`config.mk`:
```
export PLATFORM = sky130hd
export DESIGN_NAME = uart_tx_scheduler
export DESIGN_NICKNAME = d
export VERILOG_FILES = /design/src/rtl/uart_pkg.sv /design/src/rtl/uart_baud_gen.sv /design/src/rtl/uart_tx_scheduler.sv
export SDC_FILE = /design/constraint.sdc
export NUM_CORES = 1
export LEC_CHECK = 0
export CORE_ASPECT_RATIO = 0.7
export CORE_MARGIN = 1
export CORE_UTILIZATION = 60
export DETAILED_ROUTE_END_ITERATION = 10
export DONT_BUFFER_PORTS = 1
export PLACE_DENSITY = 0.75
export SLEW_MARGIN = 40
export SYNTH_ARGS = -nofsm -noshare
export SYNTH_HDL_FRONTEND = slang
export SYNTH_HIERARCHICAL = 1
export SYNTH_SLANG_ARGS = --single-unit
```
`constraint.sdc`:
```
create_clock -name clk_50M -period 2.6 [get_ports clk_50M]
set_input_delay 0.26 -clock clk_50M [delete_from_list [all_inputs] [get_ports clk_50M]]
set_output_delay 0.26 -clock clk_50M [all_outputs]
set_load 0.05 [all_outputs]
```
`src/rtl/uart_pkg.sv`:
```
// Shared types and frame constants for the UART transmit scheduler.
// UART_TX_PARITY_EN adds an even-parity bit, giving an 11-bit frame.
package uart_pkg;

  typedef enum logic {IDLE, SEND} state_t;

  localparam int DATA_BITS = 8;
`ifdef UART_TX_PARITY_EN
  localparam int FRAME_BITS = 11;
`else
  localparam int FRAME_BITS = 10;
`endif

endpackage

```
`src/rtl/uart_baud_gen.sv`:
```
// Bit-period counter: tick on the last cycle of each CLK_DIV-cycle bit, 0-cycle tick latency.
// Counts only while en is high; clears whenever en is low, so the first bit is always full length.
module uart_baud_gen #(
  parameter int CLK_DIV = 5208
) (
  input  logic clk_50M,
  input  logic reset,
  input  logic en,
  output logic tick
);

  logic [12:0] cnt;

  assign tick = en && (cnt == 13'(CLK_DIV - 1));

  always_ff @(posedge clk_50M) begin
    if (reset || !en) begin
      cnt <= '0;
    end else if (tick) begin
      cnt <= '0;
    end else begin
      cnt <= cnt + 13'd1;
    end
  end

endmodule

```
`src/rtl/uart_tx_scheduler.sv`:
```
// Round-robin arbiter feeding one UART tx line; grant is combinational (0-cycle req_ready), data captured on the edge.
// Requests are not accepted while a frame is in flight; UART_TX_PARITY_EN selects the 11-bit parity frame.
module uart_tx_scheduler
  import uart_pkg::*;
#(
  parameter int CLK_DIV = 5208,
  parameter int NREQ    = 4
) (
  input  logic                      clk_50M,
  input  logic                      reset,
  input  logic [NREQ-1:0]           req_valid,
  input  logic [8*NREQ-1:0]         req_data,
  output logic [NREQ-1:0]           req_ready,
  output logic                      tx,
  output logic                      busy,
  output logic [$clog2(NREQ)-1:0]   grant_id
);

  localparam int IW = $clog2(NREQ);

  state_t                state;
  state_t                state_nxt;
  logic [IW-1:0]         last;
  logic [IW-1:0]         pick;
  logic [IW-1:0]         idx;
  logic                  found;
  logic                  accept;
  logic                  tick;
  logic                  frame_done;
  logic [3:0]            bit_idx;
  logic [DATA_BITS-1:0]  pick_dat;
  logic [FRAME_BITS-1:0] shreg;

  uart_baud_gen #(.CLK_DIV(CLK_DIV)) u_baud (
    .clk_50M (clk_50M),
    .reset   (reset),
    .en      (state == SEND),
    .tick    (tick)
  );

  // Scan last+1, last+2, ... so the most recent winner is checked last.
  always_comb begin
    found = 1'b0;
    pick  = '0;
    idx   = '0;
    for (int k = 1; k <= NREQ; k++) begin
      idx = IW'((int'(last) + k) % NREQ);
      if (!found && req_valid[idx]) begin
        found = 1'b1;
        pick  = idx;
      end
    end
  end

  assign pick_dat   = req_data[{pick, 3'b000} +: DATA_BITS];
  assign frame_done = tick && (bit_idx == 4'(FRAME_BITS - 1));
  assign tx         = shreg[0];

  always_ff @(posedge clk_50M) begin
    if (reset) begin
      state <= IDLE;
    end else begin
      state <= state_nxt;
    end
  end

  always_comb begin
    state_nxt = state;
    case (state)
      IDLE:    if (found) state_nxt = SEND;
      SEND:    if (frame_done) state_nxt = IDLE;
      default: state_nxt = IDLE;
    endcase
  end

  always_comb begin
    req_ready = '0;
    busy      = 1'b0;
    accept    = 1'b0;
    if (!reset) begin
      case (state)
        IDLE: begin
          if (found) begin
            accept          = 1'b1;
            req_ready[pick] = 1'b1;
            busy            = 1'b1;
          end
        end
        SEND:    busy = 1'b1;
        default: busy = 1'b0;
      endcase
    end
  end

  // Shift register idles at all-ones so tx rests high; ones fill in behind the stop bit.
  always_ff @(posedge clk_50M) begin
    if (reset) begin
      last     <= IW'(NREQ - 1);
      grant_id <= '0;
      shreg    <= '1;
      bit_idx  <= '0;
    end else if (accept) begin
      last     <= pick;
      grant_id <= pick;
      bit_idx  <= '0;
`ifdef UART_TX_PARITY_EN
      shreg    <= {1'b1, ^pick_dat, pick_dat, 1'b0};
`else
      shreg    <= {1'b1, pick_dat, 1'b0};
`endif
    end else if (state == SEND && tick) begin
      shreg   <= {1'b1, shreg[FRAME_BITS-1:1]};
      bit_idx <= bit_idx + 4'd1;
    end
  end

endmodule

```
==> metrics.yaml, run 1 <==
die:
  floorplan.initialDensity_pct: 64.17
  fp.dieH_microns: 48.14
  die-width_microns: 67.91
  die-area_sq_um: 3269
  i_o_pin_cnt: 46
  core_area_sq_um: 2843
  floorplan.rows: 16
setup_path:
  cp-end-kind: "flip-flop"
  crit_required_ns: 2.75
  critPathMostFrequentCell: "sky130_fd_sc_hd__and2_1"
  worstPathMaxFanout: 10
  worstSetupStartpointType: "flip-flop"
  crit_buf_inv: 1
  critical_path.cell_chain: "or4_1, nor4_1, and2_1, and2_1, buf_4, nand4_1, xor2_1, nor2_1"
  worst_path_arrival_time_ns: 2.49
  critPathKind: "reg2reg"
  cp_slowest_cell: "sky130_fd_sc_hd__or4_1"
  crit_family: "simple AND/OR/NAND/NOR gates"
  slowest_delay_ns: 0.55
drt:
  postRouteWirelength_mm: 4.180
  detail_route.wl_per_cell_microns: 16.99
  route.vias.total: 1665
  detailed_routing_iteration_count_for_the_pre_antenna_repair_pass: 4
  detail-route-antenna-nets: 0
  route.detailed.drc: 0
  drtIter0Drc: 124
  via_per_inst: 6.768
global_routing:
  grt_busiest_layer: "met2"
  groute.layer.met1.usage_pct: 39.40
  antenna_found_initial: 0
  grt_pass1_vias: 1347
  globalRouteMet3Util_pct: 8.411
  grt_pass1_wl_mm: 6.292
  maximum_number_of_pins_on_one_net_before_global_route_repair: 15
  grt_overflow: 0
  global_route.usage.total_pct: 27.13
  grtUsageMet2_pct: 40.59
final_layout:
  layout.nets: 252
  area_growth_pct: 6.927
  diodes: 0
  layout_common_cells: "sky130_fd_sc_hd__dfxtp_1, sky130_fd_sc_hd__nor2_1, sky130_fd_sc_hd__a211oi_1"
  drive_above_1_share_pct: 14.76
  final.fill_count: 235
  layout.cells.most_common: "sky130_fd_sc_hd__dfxtp_1"
  finalInstanceArea_sq_um: 1951
place:
  pre_cts_slack_ns: 0.3234
  placedInstanceArea_sq_um: 1872
  place.port_buffers: 0
  place.detailed.hpwl_mm: 3.213
  placer_congestion: 0.8418
sta:
  finClkSkew_ns: 0.004876
  worst_slack_ns: 0.2628
  timing.max_slew.rel_slack_pct: 53.36
  timing.final.hold_violations: 0
  finalSetupViolCount: 0
  min_period_over_period_pct: 89.89
  final_period_minus_worst_setup_slack_ns: 2.337
  final.setup.tns_ns: 0
  grt_setup_unrepaired: "false"
  max_freq_mhz: 427.9
  drv_slew: 0
  worst-slew-pin-transition_ns: 0.6944
cts:
  ctsHoldBuffers: 0
  cts_tree: "done"
  worstSkewPairLatency_ns: 0.28
  numCtsBuffers: 5
  clock_path_buffers: 2
  post-cts-setup-buffers: 0
  clock_sinks: 31
  clk_transition_reported_paths_ns: 0.06
  post_cts.resized_instances: 0
  clk_root_buffer_cell: "sky130_fd_sc_hd__clkbuf_8"
  htree_levels: 2
synthesis:
  mapped_cells: 205
  number_of_synthesized_flops_with_an_enable_pin: 0
  synth_largest_area_cell: "sky130_fd_sc_hd__dfxtp_1"
  yosys_most_used_dff: "sky130_fd_sc_hd__dfxtp_1"
  yosys.cell_types.count: 49
  avgSynthCellArea_sq_um: 8.899
  yosysWarningCount: 6
  async_reset_ff_share_pct: 0
  synth_top_area_share_pct: 34.02
  seq_area_frac_synth_pct: 34.02
  yosys_register_bits: 31
  yosys-top-cells-area: "sky130_fd_sc_hd__dfxtp_1, sky130_fd_sc_hd__a211oi_1, sky130_fd_sc_hd__mux2i_1"
  synth_nets: 246
  post_synth_instance_area_sq_um: 1824
power_and_ir_drop:
  power.leakage_nw: 0.7085
  ir_drop_mv: 0.3875
  pwrdens_nw_per_um2: 532.2
status:
  run_status: "finished, final reports clean"
hold_path:
  hp-class: "in2reg"
job:
  number_of_max_cap_violations: 0
[per-stage QoR]
stage	hold slack [ns]	std cells	power [mW]	util (%)
after floorplan	0.3597	205	0.6818	-
after global placement	0.3706	240	0.7004	65.71
after detailed placement	0.3776	240	0.7092	65.85
after CTS	0.09647	246	1.040	68.40
after global routing	0.1060	246	1.082	68.62
final	0.09876	246	1.038	68.62
[cell type report]
| cell class | count | area (sq um) | area share (%) |
|---|---|---|---|
| inverter | 8 | 30.03 | 1.539 |
| sequential | 31 | 620.6 | 31.82 |
| multi-input combinational | 156 | 1115 | 57.15 |
| clock buffer | 6 | 72.57 | 3.720 |
| tap | 36 | 45.04 | 2.309 |
| timing repair buffer | 9 | 67.56 | 3.464 |
[routing by layer]
| metal | vias to the layer above | part of all wire (%) |
|---|---|---|
| li1 | 792 | - |
| met1 | 774 | 47 |
| met2 | 94 | 42 |
| met3 | 5 | 10 |
| met4 | 0 | 0.41 |
| met5 | - | 0 |
[flip-flops by register name (all words and copies together), names as in the netlist]
name        flops
u_baud/cnt     13
state           1
shreg           9
bit_idx         4
last            2
grant_id        2
[worst paths after layout]
kind,from,end,slack (ns),depth (start not counted)
max,u_baud/cnt[7],bit_idx[3],0.26,8
min,reset,shreg[0],0.1,2
max reg2reg,u_baud/cnt[7],bit_idx[3],0.26,8
min reg2reg,shreg[1],shreg[0],0.50,2
[kinds of logic (layout without fill, tap and decap cells)]
group | count (synthesis) | after routing | synth area share [%]
flip-flops | 31 | 31 | 34.02
buffers and inverters | 18 | 23 | 5.418
AO/OA/AOI/OAI | 51 | 51 | 20.71
adder cells (fa/ha/maj) | 3 | 3 | 2.058
AND/OR/NAND/NOR | 83 | 83 | 27.57
multiplexers | 13 | 13 | 7.339
XOR/XNOR | 6 | 6 | 2.881
[report_power, final]
group	leakage, nW	internal (mW)	total [mW]	switching [mW]
clock	0.0371	0.178	0.338	0.160
sequential	0.254	0.502	0.537	0.0347
combinational	0.418	0.0698	0.164	0.0937
[worst register-to-register path, stage by stage (launching register included)]
cell and delay [ns]:
sky130_fd_sc_hd__dfxtp_1 0.36, sky130_fd_sc_hd__or4_1 0.55, sky130_fd_sc_hd__nor4_1 0.26, sky130_fd_sc_hd__and2_1 0.17, sky130_fd_sc_hd__and2_1 0.33, sky130_fd_sc_hd__buf_4 0.22, sky130_fd_sc_hd__nand4_1 0.12, sky130_fd_sc_hd__xor2_1 0.16
sky130_fd_sc_hd__nor2_1 0.05
[cells in the mapped netlist (2+ instances only)]
master,count
sky130_fd_sc_hd__a211oi_1,16
sky130_fd_sc_hd__a211oi_2,2
sky130_fd_sc_hd__a21oi_1,3
sky130_fd_sc_hd__a221oi_1,5
sky130_fd_sc_hd__a31oi_1,8
sky130_fd_sc_hd__a32oi_1,2
sky130_fd_sc_hd__and2_1,2
sky130_fd_sc_hd__and3_1,2
sky130_fd_sc_hd__buf_4,2
sky130_fd_sc_hd__buf_6,3
sky130_fd_sc_hd__clkbuf_1,4
sky130_fd_sc_hd__dfxtp_1,31
sky130_fd_sc_hd__ha_1,3
sky130_fd_sc_hd__inv_1,8
sky130_fd_sc_hd__mux2_2,3
sky130_fd_sc_hd__mux2i_1,10
sky130_fd_sc_hd__nand2_1,15
sky130_fd_sc_hd__nand2b_1,6
sky130_fd_sc_hd__nand3_1,6
sky130_fd_sc_hd__nand4_1,2
sky130_fd_sc_hd__nor2_1,17
sky130_fd_sc_hd__nor2b_4,2
sky130_fd_sc_hd__nor3_1,4
sky130_fd_sc_hd__nor3b_1,2
sky130_fd_sc_hd__nor4_1,7
sky130_fd_sc_hd__o21ai_0,7
sky130_fd_sc_hd__o31ai_1,2
sky130_fd_sc_hd__or2_1,2
sky130_fd_sc_hd__or3_1,3
sky130_fd_sc_hd__or4_1,3
sky130_fd_sc_hd__xnor2_1,2
sky130_fd_sc_hd__xor2_1,4
No activity file was read; power rests on OpenSTA's default activity.
==> inputs of run 2 (changes only) <==
--- a/config.mk
+++ b/config.mk
@@ -5,7 +5,7 @@
 export SDC_FILE = /design/constraint.sdc
 export NUM_CORES = 1
 export LEC_CHECK = 0
-export CORE_ASPECT_RATIO = 0.7
+export CORE_ASPECT_RATIO = 0.8
 export CORE_MARGIN = 1
 export CORE_UTILIZATION = 60
 export DETAILED_ROUTE_END_ITERATION = 10
==> metrics.yaml, run 2 (synthesis results as in run 1) <==
sta:
  fin_worst_hold_slack_ns: 0.07189
  timing.max_slew.rel_slack_pct: 42.50
  worst-slew-pin-transition_ns: 0.8546
  finalSetupViolCount: 0
  final_period_minus_worst_setup_slack_ns: 2.321
  finClkSkew_ns: 0.003495
  max_freq_mhz: 430.9
  drv_slew: 0
  timing.final.hold_violations: 0
  grt_setup_unrepaired: "false"
  final.setup.tns_ns: 0
  min_period_over_period_pct: 89.27
  worst_slack_ns: 0.2791
job:
  number_of_max_cap_violations: 0
die:
  i_o_pin_cnt: 46
  floorplan.rows: 17
  die-area_sq_um: 3267
  core_area_sq_um: 2829
  fp.dieH_microns: 51.32
  floorplan.initialDensity_pct: 64.48
  die-width_microns: 63.65
drt:
  detailed_routing_iteration_count_for_the_pre_antenna_repair_pass: 4
  detail_route.wl_per_cell_microns: 17.87
  via_per_inst: 6.717
  route.vias.total: 1659
  drtIter0Drc: 137
  detail-route-antenna-nets: 0
  route.detailed.drc: 0
  postRouteWirelength_mm: 4.415
place:
  place.detailed.hpwl_mm: 3.225
  placer_congestion: 0.7707
  place.port_buffers: 0
  pre_cts_slack_ns: 0.2951
setup_path:
  r2r_slack_ns: 0.28
  worstSetupStartpointType: "flip-flop"
  worst_path_arrival_time_ns: 2.46
  cp-end-kind: "flip-flop"
  worstPathMaxFanout: 8
  critPathKind: "reg2reg"
  crit_required_ns: 2.74
cts:
  cts_tree: "done"
  worstSkewPairLatency_ns: 0.29
  post-cts-setup-buffers: 0
  numCtsBuffers: 5
  ctsHoldBuffers: 0
  clock_path_buffers: 2
  clk_transition_reported_paths_ns: 0.06
  htree_levels: 2
  post_cts.resized_instances: 0
  clock_sinks: 31
  clk_root_buffer_cell: "sky130_fd_sc_hd__clkbuf_8"
global_routing:
  grt_pass1_vias: 1533
  antenna_found_initial: 0
  grt_pass1_wl_mm: 7.189
  grt_overflow: 0
  global_route.usage.total_pct: 29.31
  maximum_number_of_pins_on_one_net_before_global_route_repair: 15
power_and_ir_drop:
  pwrdens_nw_per_um2: 575.6
  combinationalPowerShare_pct: 14.6
  clock_power_share_pct: 37.5
  power.switching_fraction_pct: 27.83
  power.switching_mw: 0.3126
  ir_drop_mv: 0.4453
  power.leakage_nw: 0.7070
  p_int_mw: 0.8108
  power.sequential.fraction_pct: 47.9
final_layout:
  layout_common_cells: "sky130_fd_sc_hd__dfxtp_1, sky130_fd_sc_hd__nor2_1, sky130_fd_sc_hd__a211oi_1"
  area_growth_pct: 6.996
  layout.cells.most_common: "sky130_fd_sc_hd__dfxtp_1"
  layout.nets: 249
  largest_register: "u_baud/cnt"
  largest_register_ff_count: 13
  diodes: 0
  postLayoutCoreUtil_pct: 69.00
  reg.largest.list: "u_baud/cnt (13), shreg (9), bit_idx (4)"
  drive_above_1_share_pct: 13.88
hold_path:
  hp-class: "in2reg"
status:
  run_status: "finished, final reports clean"
[run 2: cell types whose count changed in the layout (fill, tap and decap cells not counted)]
cell                       before  now
sky130_fd_sc_hd__buf_4          9    6
sky130_fd_sc_hd__clkbuf_8       5    7
sky130_fd_sc_hd__nor4_1         6    7
sky130_fd_sc_hd__nor4_2         1    0
[run 2: per-stage QoR]
step           instances  power (mW)  cell area [sq um]
3_5_place_dp         239      0.7084               1852
5_1_grt              247       1.162               1952
4_1_cts              247       1.125               1952
3_3_place_gp         239      0.6977               1848
2_1_floorplan        205      0.6818               1824
6_report             247       1.123               1952
[run 2: cell type report]
cell class / count / area, sq um
multi-input cells: 156 / 1109
fillers: 222 / 877.1
flip-flops and latches: 31 / 620.6
clock buffers: 8 / 100.1
well taps: 38 / 47.55
repair buffers: 6 / 45.04
inverters: 8 / 30.03
[run 2: critical path, stage by stage (launching register included)]
cell                       delay, ns
sky130_fd_sc_hd__dfxtp_1        0.40
sky130_fd_sc_hd__ha_1           0.32
sky130_fd_sc_hd__nand2b_1       0.16
sky130_fd_sc_hd__nor4_1         0.26
sky130_fd_sc_hd__and2_1         0.17
sky130_fd_sc_hd__and2_1         0.34
sky130_fd_sc_hd__nor2_2         0.11
sky130_fd_sc_hd__a221oi_1       0.31
sky130_fd_sc_hd__a211oi_1       0.10
[run 2: worst paths after layout]
path | start | endpoint | depth (start not counted)
min | reset | shreg[0] | 2
max | u_baud/cnt[0] | shreg[5] | 8
min reg2reg | shreg[1] | shreg[0] | 2
max reg2reg | u_baud/cnt[0] | shreg[5] | 8
[run 2: metal layers]
layer	wire length (microns)	GRT usage (%)
met3	378	7.813
met5	0	0
met2	1982	44.50
met1	1990	38.39
met4	63	14.39
[run 2: power groups by stage]
stage	combinational, mW	clock (mW)	sequential [mW]
after floorplan	0.142	0	0.540
after global placement	0.152	0	0.546
after detailed placement	0.162	0	0.546
after CTS	0.162	0.426	0.536
after global routing	0.178	0.444	0.540
final	0.164	0.422	0.538
==> inputs of run 3 (changes only) <==
--- a/config.mk
+++ b/config.mk
@@ -5,6 +5,7 @@
 export SDC_FILE = /design/constraint.sdc
 export NUM_CORES = 1
 export LEC_CHECK = 0
+export ABC_AREA = 1
 export CORE_ASPECT_RATIO = 0.8
 export CORE_MARGIN = 1
 export CORE_UTILIZATION = 60
==> metrics.yaml, run 3 <==
sta:
  min_period_over_period_pct: 92.19
  grt_setup_unrepaired: "false"
  fin_worst_hold_slack_ns: 0.07997
  final.setup.tns_ns: 0
  timing.final.hold_violations: 0
  finClkSkew_ns: 0.004789
  max_freq_mhz: 417.2
  timing.max_slew.rel_slack_pct: 64.84
  worst-slew-pin-transition_ns: 0.5267
  final_period_minus_worst_setup_slack_ns: 2.397
  drv_slew: 0
  finalSetupViolCount: 0
  worst_slack_ns: 0.2031
place:
  place.detailed.hpwl_mm: 3.196
  pre_cts_slack_ns: 0.3773
  placer_congestion: 0.7786
  place.port_buffers: 0
power_and_ir_drop:
  power.leakage_nw: 1.014
  fin_total_pwr_mw: 2.632
  ir_drop_mv: 1.022
  pwrdens_nw_per_um2: 1158
cts:
  post-cts-setup-buffers: 0
  clk_transition_reported_paths_ns: 0.07
  numCtsBuffers: 5
  clk_root_buffer_cell: "sky130_fd_sc_hd__clkbuf_8"
  clock_sinks: 31
  worstSkewPairLatency_ns: 0.29
  htree_levels: 2
  clock_path_buffers: 2
  ctsHoldBuffers: 0
  cts_tree: "done"
final_layout:
  layout_common_cells: "sky130_fd_sc_hd__nand2_1, sky130_fd_sc_hd__nand3_1, sky130_fd_sc_hd__dfxtp_1"
  layout.cells.most_common: "sky130_fd_sc_hd__nand2_1"
  postLayoutCoreUtil_pct: 70.55
  reg.largest.list: "u_baud/cnt (13), shreg (9), bit_idx (4)"
  final.fill_count: 289
  largest_register: "u_baud/cnt"
  layout.nets: 364
  drive_above_1_share_pct: 18.21
  largest_register_ff_count: 13
  area_growth_pct: 7.012
  diodes: 0
synthesis:
  seq_area_frac_synth_pct: 29.23
  post-synth-top-count-cell: "sky130_fd_sc_hd__nand2_1"
  async_reset_ff_share_pct: 0
  synth_largest_area_cell: "sky130_fd_sc_hd__dfxtp_1"
  post_synth_and_or_nand_nor_area_fraction_pct: 50.09
  synth_compound_gate_area_share_pct: 5.952
  synth.cells.most_frequent: "sky130_fd_sc_hd__nand2_1, sky130_fd_sc_hd__nand3_1, sky130_fd_sc_hd__dfxtp_1"
  yosys-top-cells-area: "sky130_fd_sc_hd__dfxtp_1, sky130_fd_sc_hd__nand2_1, sky130_fd_sc_hd__nand3_1"
  synth_xor_xnor_area_share_pct: 2.887
  mapped_cells: 318
  synth.mux.area_fraction_pct: 0
  synth_top_area_share_pct: 29.23
  synth_top_family_by_area: "simple AND/OR/NAND/NOR gates"
  post_synth_instance_area_sq_um: 2123
  yosys_most_used_dff: "sky130_fd_sc_hd__dfxtp_1"
  synth_nets: 359
  avgSynthCellArea_sq_um: 6.677
  yosys.cell_types.count: 36
  synth_adder_area_share_pct: 1.768
  yosys_register_bits: 31
  yosysWarningCount: 6
  number_of_synthesized_flops_with_an_enable_pin: 0
setup_path:
  worstSetupStartpointType: "flip-flop"
  slowest_delay_ns: 0.45
  cp_slowest_cell: "sky130_fd_sc_hd__dfxtp_2"
  cp-end-kind: "output port"
  critPathLaunch: "last[0]"
  critical_path.cell_chain: "inv_4, nand2_1, nand3_1, nand2_2, nor2_8, nand3_4, nand2_4, inv_6, nand2_8, inv_4, nand2_2, a21oi_1, buf_4"
  worstPathMaxFanout: 10
  crit_family: "simple AND/OR/NAND/NOR gates"
  r2r_start: "last[0]"
  crit_required_ns: 2.34
  critPathKind: "reg2out"
  worst_path_arrival_time_ns: 2.14
  crit_buf_inv: 4
global_routing:
  grt_pass1_vias: 1636
  antenna_found_initial: 0
  global_route.usage.total_pct: 24.96
  grt_pass1_wl_mm: 7.003
  grt_overflow: 0
  maximum_number_of_pins_on_one_net_before_global_route_repair: 19
die:
  die-area_sq_um: 3782
  fp.dieH_microns: 55.21
  i_o_pin_cnt: 46
  floorplan.initialDensity_pct: 65.93
  core_area_sq_um: 3221
  die-width_microns: 68.51
  floorplan.rows: 18
drt:
  detailed_routing_iteration_count_for_the_pre_antenna_repair_pass: 4
  route.vias.total: 1947
  postRouteWirelength_mm: 4.319
  drtIter0Drc: 155
  detail-route-antenna-nets: 0
  detail_route.wl_per_cell_microns: 11.87
  route.detailed.drc: 0
  via_per_inst: 5.349
status:
  run_status: "finished, final reports clean"
job:
  number_of_max_cap_violations: 0
hold_path:
  hp-class: "in2reg"
  worst_min_path_start: "reset"
## run 3: path summary, 6_finish.rpt
| kind | to | depth (start not counted) | slack, ns |
|---|---|---|---|
| worst max-delay path | req_ready[3] | 13 | 0.20 |
| worst min register to register | u_baud/cnt[0] | 1 | 0.46 |
| worst max register to register | shreg[8] | 14 | 0.58 |
| worst min-delay path | shreg[8] | 2 | 0.08 |
## run 3: cells by family after synthesis
family / count (synthesis)
AOI/OAI and AO/OA: 21
adders and majority gates: 3
DFF: 31
xor gates and xnor gates: 7
and+or+nand+nor: 212
buffers and inverters: 44
## run 3: power breakdown
group	total, mW	switching (mW)	internal (mW)
Clock	0.502	0.192	0.310
Sequential	0.685	0.128	0.557
Combinational	1.45	0.971	0.474
Total	2.63	1.29	1.34
## run 3: final cells by class
| class | instances | area [sq um] | area share (%) |
|---|---|---|---|
| well taps | 40 | 50.05 | 2.203 |
| flip-flops and latches | 31 | 621.8 | 27.37 |
| clock inverters | 2 | 35.03 | 1.542 |
| repair buffers | 7 | 52.55 | 2.313 |
| multi-input cells | 243 | 1289 | 56.72 |
| clock buffers | 6 | 82.58 | 3.634 |
| inverters | 35 | 141.4 | 6.222 |
## run 3: metal layers
metal / GRT usage, % / vias up / wire length (microns)
met2: 33.05 / 65 / 1744
met4: 8.631 / 0 / 58
li1: - / 1033 / -
met1: 36.38 / 843 / 2149
met5: 0 / - / 0
met3: 9.298 / 6 / 367
## run 3: worst register-to-register path, stage by stage, from the launching register on
cell                      delay [ns]
sky130_fd_sc_hd__dfxtp_2        0.45
sky130_fd_sc_hd__inv_4          0.10
sky130_fd_sc_hd__nand2_2        0.08
sky130_fd_sc_hd__nand2_2        0.06
sky130_fd_sc_hd__nand2_1        0.06
sky130_fd_sc_hd__inv_1          0.06
sky130_fd_sc_hd__nor2_1         0.21
sky130_fd_sc_hd__nand3_4        0.13
sky130_fd_sc_hd__buf_4          0.21
sky130_fd_sc_hd__nand3_4        0.20
sky130_fd_sc_hd__nand2_1        0.08
sky130_fd_sc_hd__nand3_1        0.08
sky130_fd_sc_hd__nand3_1        0.08
sky130_fd_sc_hd__nand2_1        0.07
sky130_fd_sc_hd__nand2_1        0.04
## run 3: repair_timing
item | in CTS | in global routing
gates resized for setup | 0 | 1
setup endpoints to repair | 0 | 4
hold endpoints to repair | 0 | 0
## run 3: metrics by stage
step	std cells	instance area, sq um
global placement	356	2153
finish	364	2272
CTS	364	2271
detailed placement	356	2153
global route	364	2272
floorplan	318	2123
